File: src/rtl/tod_pkg.sv
// Shared FSM encodings, BCD limits and the BCD increment helper for the
// time-of-day counter.
package tod_pkg;

  typedef enum logic [1:0] {
    RUN    = 2'b00,
    SET_HH = 2'b01,
    SET_MM = 2'b10
  } tod_state_t;

  localparam logic [1:0] ST_RUN    = 2'b00;
  localparam logic [1:0] ST_SET_HH = 2'b01;
  localparam logic [1:0] ST_SET_MM = 2'b10;

  localparam logic [1:0] SET_FIELD_RUN = 2'b00;
  localparam logic [1:0] SET_FIELD_HH  = 2'b01;
  localparam logic [1:0] SET_FIELD_MM  = 2'b10;

  localparam logic [7:0] BCD_59 = 8'h59;
  localparam logic [7:0] BCD_23 = 8'h23;

  // Values at or past the limit, including corrupt digits, wrap to 00.
  function automatic logic [7:0] bcd_next(input logic [7:0] v, input logic [7:0] max_v);
    logic [7:0] r;
    if (v >= max_v)
      r = 8'h00;
    else if (v[3:0] >= 4'd9)
      r = {v[7:4] + 4'd1, 4'd0};
    else
      r = {v[7:4], v[3:0] + 4'd1};
    return r;
  endfunction

endpackage

File: src/rtl/bcd_mod_counter.sv
// Two-digit packed BCD counter that wraps at MAX_BCD; carry flags the wrapping
// increment so the next field up can chain on it.
module bcd_mod_counter
  import tod_pkg::*;
#(
  parameter logic [7:0] MAX_BCD = BCD_59,
  parameter logic [7:0] RST_VAL = 8'h00
) (
  input  logic       clk,
  input  logic       reset,
  input  logic       inc,
  input  logic       clr,
  output logic [7:0] value,
  output logic       carry
);

  logic [7:0] r_value;

  always_ff @(posedge clk or posedge reset) begin
    if (reset)
      r_value <= RST_VAL;
    else if (clr)
      r_value <= 8'h00;
    else if (inc)
      r_value <= bcd_next(r_value, MAX_BCD);
  end

  assign value = r_value;
  assign carry = inc && (r_value == MAX_BCD);

endmodule

File: src/rtl/time_of_day_counter.sv
// 24-hour BCD time-of-day keeper with a RUN/SET_HH/SET_MM edit FSM.
// Optional alarm enabled by defining TOD_ALARM_EN.
module time_of_day_counter
  import tod_pkg::*;
#(
  parameter logic [7:0] RST_HH = 8'h12,
  parameter logic [7:0] RST_MM = 8'h00
) (
  input  logic       clk,
  input  logic       reset,
  input  logic       tick_1s,
  input  logic       mode_btn,
  input  logic       inc_btn,
`ifdef TOD_ALARM_EN
  input  logic [7:0] alarm_hh,
  input  logic [7:0] alarm_mm,
  input  logic       alarm_arm,
  output logic       alarm_ring,
`endif
  output logic [7:0] hh_bcd,
  output logic [7:0] mm_bcd,
  output logic [7:0] ss_bcd,
  output logic [1:0] set_field,
  output logic       day_wrap
);

  logic [1:0] r_state;
  logic [1:0] r_set_field;
  logic       r_day_wrap;
  logic [1:0] w_state_nxt;
  logic       w_run, w_set_hh, w_set_mm;
  logic       w_silence, w_mode, w_inc;
  logic       w_ss_inc, w_mm_inc, w_hh_inc, w_ss_clr;
  logic       w_ss_carry, w_mm_carry, w_hh_carry;

  assign w_run    = (r_state == ST_RUN);
  assign w_set_hh = (r_state == ST_SET_HH);
  assign w_set_mm = (r_state == ST_SET_MM);

  // A button press that silences a ringing alarm is consumed entirely.
  assign w_mode = mode_btn & ~w_silence;
  assign w_inc  = inc_btn & ~w_silence;

  assign w_ss_inc = w_run & tick_1s;
  assign w_ss_clr = w_set_mm & w_mode;
  assign w_mm_inc = (w_run & w_ss_carry) | (w_set_mm & w_inc & ~w_mode);
  assign w_hh_inc = (w_run & w_mm_carry) | (w_set_hh & w_inc & ~w_mode);

  bcd_mod_counter #(.MAX_BCD(BCD_59), .RST_VAL(8'h00)) u_ss (
    .clk(clk), .reset(reset), .inc(w_ss_inc), .clr(w_ss_clr),
    .value(ss_bcd), .carry(w_ss_carry)
  );

  bcd_mod_counter #(.MAX_BCD(BCD_59), .RST_VAL(RST_MM)) u_mm (
    .clk(clk), .reset(reset), .inc(w_mm_inc), .clr(1'b0),
    .value(mm_bcd), .carry(w_mm_carry)
  );

  bcd_mod_counter #(.MAX_BCD(BCD_23), .RST_VAL(RST_HH)) u_hh (
    .clk(clk), .reset(reset), .inc(w_hh_inc), .clr(1'b0),
    .value(hh_bcd), .carry(w_hh_carry)
  );

  always_comb begin
    w_state_nxt = ST_RUN;
    case (r_state)
      ST_RUN:    w_state_nxt = w_mode ? ST_SET_HH : ST_RUN;
      ST_SET_HH: w_state_nxt = w_mode ? ST_SET_MM : ST_SET_HH;
      ST_SET_MM: w_state_nxt = w_mode ? ST_RUN    : ST_SET_MM;
      default:   w_state_nxt = ST_RUN;
    endcase
  end

  // set_field mirrors the next state so it never shows the illegal encoding.
  always_ff @(posedge clk or posedge reset) begin
    if (reset) begin
      r_state     <= ST_RUN;
      r_set_field <= SET_FIELD_RUN;
      r_day_wrap  <= 1'b0;
    end else begin
      r_state     <= w_state_nxt;
      r_set_field <= w_state_nxt;
      r_day_wrap  <= w_run & w_hh_carry;
    end
  end

  assign set_field = r_set_field;
  assign day_wrap  = r_day_wrap;

`ifdef TOD_ALARM_EN
  logic r_alarm_ring;
  logic w_alarm_hit;

  // Match against the time this update produces: a seconds wrap means mm
  // advances, and hh advances only if mm wraps too.
  assign w_alarm_hit = w_run & w_ss_carry & alarm_arm &
                       (alarm_mm == bcd_next(mm_bcd, BCD_59)) &
                       (alarm_hh == (w_mm_carry ? bcd_next(hh_bcd, BCD_23) : hh_bcd));
  assign w_silence   = r_alarm_ring & (mode_btn | inc_btn);

  always_ff @(posedge clk or posedge reset) begin
    if (reset)
      r_alarm_ring <= 1'b0;
    else if (!alarm_arm)
      r_alarm_ring <= 1'b0;
    else if (w_alarm_hit)
      r_alarm_ring <= 1'b1;
    else if (w_silence || (r_alarm_ring && w_run && w_ss_carry))
      r_alarm_ring <= 1'b0;
  end

  assign alarm_ring = r_alarm_ring;
`else
  assign w_silence = 1'b0;
`endif

endmodule

File: config.mk
export PLATFORM = sky130hd
export DESIGN_NAME = time_of_day_counter
export DESIGN_NICKNAME = d
export VERILOG_FILES = /design/src/rtl/tod_pkg.sv /design/src/rtl/bcd_mod_counter.sv /design/src/rtl/time_of_day_counter.sv
export SDC_FILE = /design/constraint.sdc
export NUM_CORES = 1
export LEC_CHECK = 0
export CORE_MARGIN = 2
export CORE_UTILIZATION = 30
export CTS_CLUSTER_DIAMETER = 100
export DETAILED_ROUTE_END_ITERATION = 7
export PLACE_DENSITY_LB_ADDON = 0.2
export SLEW_MARGIN = 20
export SYNTH_ARGS = -nofsm -noshare
export SYNTH_HDL_FRONTEND = slang
export SYNTH_SLANG_ARGS = --single-unit
File: constraint.sdc
create_clock -name clk -period 2.3 [get_ports clk]
set_clock_uncertainty 0.15 [all_clocks]
set_input_delay 0.46 -clock clk [delete_from_list [all_inputs] [get_ports clk]]
set_output_delay 0.46 -clock clk [all_outputs]
set_load 0.05 [all_outputs]
After elaboration in Yosys (flattened, before gate mapping)
Cells that the tools add are included.
{"block": "classes", "addsub": 6, "order_cmp": 6, "eq_ne": 5, "mux": 12, "n_bitwise": 12, "n_reduce_logical": 11}
{"op": "two-way mux 8 bit", "n": 8}
{"op": "adder 4 x 1 -> 4 bit (second input constant)", "n": 6}
{"op": "equality test 8 x 7 -> 1 bit (second input constant)", "n": 2}
{"op": "greater-or-equal comparator 8 x 7 -> 1 bit (second input constant)", "n": 2}
{"op": "greater-or-equal comparator 4 bit (second input constant)", "n": 3}
{"op": "bitwise AND 1 bit", "n": 9}
{"op": "equality test 8 x 6 -> 1 bit (second input constant)", "n": 1}
{"op": "greater-or-equal comparator 8 x 6 -> 1 bit (second input constant)", "n": 1}
{"op": "one-hot mux 2 bit (3 select lines)", "n": 1}
{"op": "AND reduction 2 bit", "n": 3}
{"op": "nonzero test 2 bit", "n": 3}
{"op": "two-way mux 2 bit", "n": 2}
{"op": "logical AND 1 bit", "n": 3}
{"op": "nonzero test 3 bit", "n": 1}
{"op": "equality test 2 x 1 -> 1 bit (second input constant)", "n": 1}
{"op": "equality test 2 bit (second input constant)", "n": 1}
{"op": "logical NOT 2 bit", "n": 1}
{"op": "OR 1 bit", "n": 2}
{"op": "two-way mux 1 bit", "n": 1}
{"op": "NOT 1 bit", "n": 1}
{"block": "totals", "register_bits": 27, "in_bits": 5, "wordCells": 60}

Logic depth before layout (Yosys ltp)
{"block": "logic_depth", "depth_word": 10, "ltp_mapped": 7}

Cells and area by module
A second synthesis with hierarchy kept.
{"block": "hier_totals", "cells_unflattened": 171, "hier_area_um2": 1681.6}
{"mod": "bcd_mod_counter at u_mm ...", "instances": 2, "cells_per_inst": 51, "area_each_um2": 509.2, "seq_area_each_um2": 200.2}
{"mod": "bcd_mod_counter at u_hh", "instances": 1, "cells_per_inst": 48, "area_each_um2": 478.0, "seq_area_each_um2": 202.7}
{"mod": "time_of_day_counter", "instances": 1, "cells_per_inst": 21, "area_each_um2": 185.2, "seq_area_each_um2": 75.1}

Worst setup path after synthesis
Ideal clock, no wire load.
{"block": "synth_path", "path_kind": "reg-to-reg", "startpoint": "register u_hh.r_value[1], in the netlist u_hh.value[1]", "endpoint": "register u_hh.r_value[2], in the netlist u_hh.value[2]", "setup_time_ps": 77, "arrival_time_ps": 1994, "t_required_ps": 2073, "path_slack_ps": 79, "stages_incl_launch_ff": 8, "n_path_buf": 0, "path_cell_list": "dfstp_2 inv_1 ha_1 or3b_1 a211oi_2 nor2b_1 o21ai_1 o21ai_1"}
{"block": "synth_via", "elab_chain_len": 3}
{"element": "from (decl)", "line_no": "bcd_mod_counter.sv:17", "text": "logic [7:0] r_value;"}
{"element": "from (signal assigned)", "line_no": "bcd_mod_counter.sv:25", "text": "r_value <= bcd_next(r_value, MAX_BCD);"}
{"element": "adder 4 x 1 -> 4 bit or greater-or-equal comparator 4 bit (tied branches)", "line_no": "tod_pkg.sv:30, tod_pkg.sv:27"}
{"element": "two-way mux 8 bit", "line_no": "tod_pkg.sv:27", "text": "else if (v[3:0] >= 4'd9)"}
{"element": "two-way mux 8 bit (*)", "line_no": "tod_pkg.sv:25", "text": "if (v >= max_v)"}
Every way passes the cells marked *; elsewhere a longest branch is shown, timed or not. The select of a mux whose other input is x is not followed.
A chain may end at the register's enable or synchronous reset.

Worst setup path after layout
{"block": "layout_path", "startpoint": "register u_mm.r_value[6], in the netlist u_mm.value[6]", "endpoint": "output port mm_bcd[6]"}
{"element": "from (decl)", "line_no": "bcd_mod_counter.sv:17"}
{"element": "from (signal assigned)", "line_no": "bcd_mod_counter.sv:25"}
{"element": "to (decl)", "line_no": "time_of_day_counter.sv:21", "text": "output logic [7:0] mm_bcd,"}
No word-level cell between the ends.

==> metrics <==
run status finished, final reports clean; Worst Hold Depth 2; Synth Register Bits 27; slowest cell on the critical path clkdlybuf4s50_1; capture instance of the worst register-to-register path u_hh.value[2]; combinational family with the most area after synthesis simple AND/OR/NAND/NOR gates; number of routed nets with antenna violations 0; total global routing overflow 0; Inserted Diodes 0; cell-by-cell listing of the critical path clkdlybuf4s50_1; antenna violations before repair 0; peak fanout along the critical path 7; kind of cell adding the most delay to the critical path buffers and inverters; detailed-placement wirelength estimate approximately 2.6 mm; final hold violation count 0; maximum clock frequency around 0.45 GHz; insertion delay to the later sink of the worst-skew pair around 270 ps; multi-input gate area in the final layout between 800 and 900 µm²; number of flops mapped to enable cells by yosys 0; drt first pass iters 4; worst-case vdd ir drop around 0.92 mV; worst setup path category reg2out; Mapped Area approximately 1600 µm²; setup fix buffers added after clock tree synthesis 0; layout cell share with drive strength beyond 1 0.0890; vias in the first global route roughly 1200; area taken by flip-flops and latches 678 µm²; Power Dens Cells about 1300 nW/µm²; relative slew slack 0.659; static leakage power 0.875 nW; floorplan row count 26; CTS Hold Bufs 0; final setup violating endpoints 0; Area growth syn-to-layout 28.7%; final slew viol count 0; total routed wirelength roughly 3.4 mm; Crit path arrival time 1610 ps; worst hold path startpoint u_hh.value[1]; unrepaired setup endpoints after global routing false; fill cell total of the finished layout 514; count of synthesis-stage warnings from yosys 0; Total Die Area 5870 µm²; synthesized instance count 154; critical register-to-register path startpoint u_hh.value[1]; depth of the CTS H-tree 1; maximum cell stage delay along the critical path around 850 ps; path depth of the worst reg2reg path 7; count of nets after finishing about 210; average cell area after synthesis just over 10 µm²; proportion of synthesized flip-flops having asynchronous set or reset 1.00; vias per cell 4.97; share of cell area taken by muxes after synthesis 0.0261; Core Util, Final 0.399; compound-gate portion of the synthesized area 0.193; pin slew with the least headroom to its limit between 500 and 600 ps; clock transition time at the flip-flop clock pins of the worst setup and hold paths around 90 ps; Setup crit start kind flop; synthesized netlist net count approximately 170; Final period util 0.963; flop2flop setup slack 180 ps; wire length of the first global-routing pass around 5.9 mm; global placement routability congestion around 0.84; Buf/Inv on CP 1; Wirelength per Cell about 13 µm; data required time at the worst endpoint around 1700 ps; Worst Hold Endpoint u_hh.value[1]; starting density of the core 0.310; # DRC 0; area of the core region ~5000 µm²; arithmetic-cell share of the synthesized area counting full adders, half adders and majority gates 0.119; area share of and/or/nand/nor cells after synthesis 0.198; Max-Cap Viols 0; primary flip-flop cell chosen by synthesis mapping dfrtp_1; Placed Area 1980 µm²; post-synthesis xor/xnor area fraction 0.00553; summed area of non-filler cells in the final layout ~2000 µm²; total routing usage reported by global routing 0.123; width of the chip roughly 77 µm; maximum clock insertion buffer count 2; TritonCTS clock tree built; Hold Crit Class reg2reg; part of the Yosys area used for sequential elements 0.428; via count ~1300; sum of negative setup slack 0 ps; count of cell types in the netlist 44; shortest clock period the worst path allows after layout ~2200 ps; die height about 77 µm; number of sinks handled by clock tree synthesis 27; Initial DRC Count 55; CTS Root Buffer Type clkbuf_8; clock buffers created by TritonCTS 3; Buffers on Ports 31; sort of element at the end of the critical path output port; largest net degree at the start of global routing 28; number of primary I/O pins 32
cells in the mapped netlist, types with 2 or more instances:
| cell type | number | area share |
|---|---|---|
| dfstp_2 | 2 | 0.033 |
| and2_1 | 3 | 0.012 |
| nor2_1 | 7 | 0.017 |
| a41oi_1 | 2 | 0.011 |
| inv_1 | 10 | 0.024 |
| o21ai_0 | 13 | 0.041 |
| ha_1 | 15 | 0.12 |
| o21ai_1 | 9 | 0.028 |
| a21oi_1 | 3 | 0.0095 |
| nand4_1 | 2 | 0.0079 |
| a21boi_0 | 3 | 0.014 |
| nand2b_1 | 6 | 0.024 |
| mux2i_1 | 3 | 0.019 |
| nor2b_1 | 4 | 0.016 |
| nand3_1 | 3 | 0.0095 |
| o2bb2ai_1 | 2 | 0.011 |
| a221oi_1 | 2 | 0.011 |
| nand2_1 | 14 | 0.033 |
| and3_1 | 2 | 0.0079 |
| dfrtp_1 | 25 | 0.40 |
layout by cell type, fill, tap and decap left out, drive strengths merged, types with 2 or more instances in the layout:
cell / n
dfstp: 2
inv: 10
nand4: 2
a21boi: 3
nor2b: 4
a221oi: 2
buf: 6
a211oi: 2
and3: 2
mux2i: 3
nor2: 7
clkbuf: 4
and2: 3
or3: 2
nand3: 3
nand2: 14
dfrtp: 25
nand2b: 6
o2bb2ai: 2
ha: 15
clkdlybuf4s50: 28
a21oi: 3
a41oi: 2
nand4bb: 2
o21ai: 22
routing by layer:
layer,track usage,vias to the layer above,part of all wire,routed length (µm)
met5,0,-,0,0
met4,0.0291,0,0.0067,23
met3,0.0284,5,0.039,134
met2,0.205,28,0.49,1670
met1,0.160,632,0.47,1610
li1,-,631,-,-
stage by stage:
step	cells	worst slack, ps	hold WS (ps)	power (W)
finish	261	84.6	345	0.00260
global route	261	3.19	373	0.00280
CTS	261	74.4	347	0.00261
detailed placement	257	120	334	0.00233
global placement	257	150	333	0.00230
floorplan	154	79.2	361	0.00186
power breakdown:
part,internal (W),total [W],switching (W)
Combinational,0.000539,0.00148,0.000939
Sequential,0.000632,0.000848,0.000216
Clock,0.000124,0.000270,0.000146
Total,0.00130,0.00260,0.00130
state kept, by name, indices dropped and copies added (netlist names):
name,count
u_ss.value,8
u_mm.value,8
set_field,2
u_hh.value,8
day_wrap,1
final cells by class:
cell class / instances / share of cell area
clock buffers: 4 / 0.0221
flip-flops and latches: 27 / 0.333
repair buffers: 34 / 0.160
inverters: 10 / 0.0184
multi-input cells: 116 / 0.424
well taps: 70 / 0.0430
what timing repair did:
item | 4_1_cts | 5_1_grt
endpoints found under the setup margin | 0 | 1
endpoints found under the hold margin | 0 | 0
gates resized for setup | 0 | 1
cells by family after synthesis:
group,after synthesis
AO/OA/AOI/OAI,44
AND/OR/NAND/NOR,52
buffers and inverters,11
XOR/XNOR,1
multiplexers,4
flip-flops,27
adder cells (fa/ha/maj),15
how the worst max path moves through the flow:
| stage | from | to | slack [ps] | depth (start not counted) |
|---|---|---|---|---|
| 5_1_grt | set_field[1] | set_field[1] | 3 | 1 |
| 2_1_floorplan | u_hh.value[1] | u_hh.value[2] | 80 | 7 |
| 3_5_place_dp | tick_1s | u_hh.value[2] | 120 | 6 |
| 6_report | u_mm.value[6] | mm_bcd[6] | 80 | 1 |
| 3_3_place_gp | tick_1s | u_hh.value[3] | 150 | 5 |
| 4_1_cts | set_field[1] | set_field[1] | 70 | 1 |
Note: power is estimated with default switching activity, not from simulation.
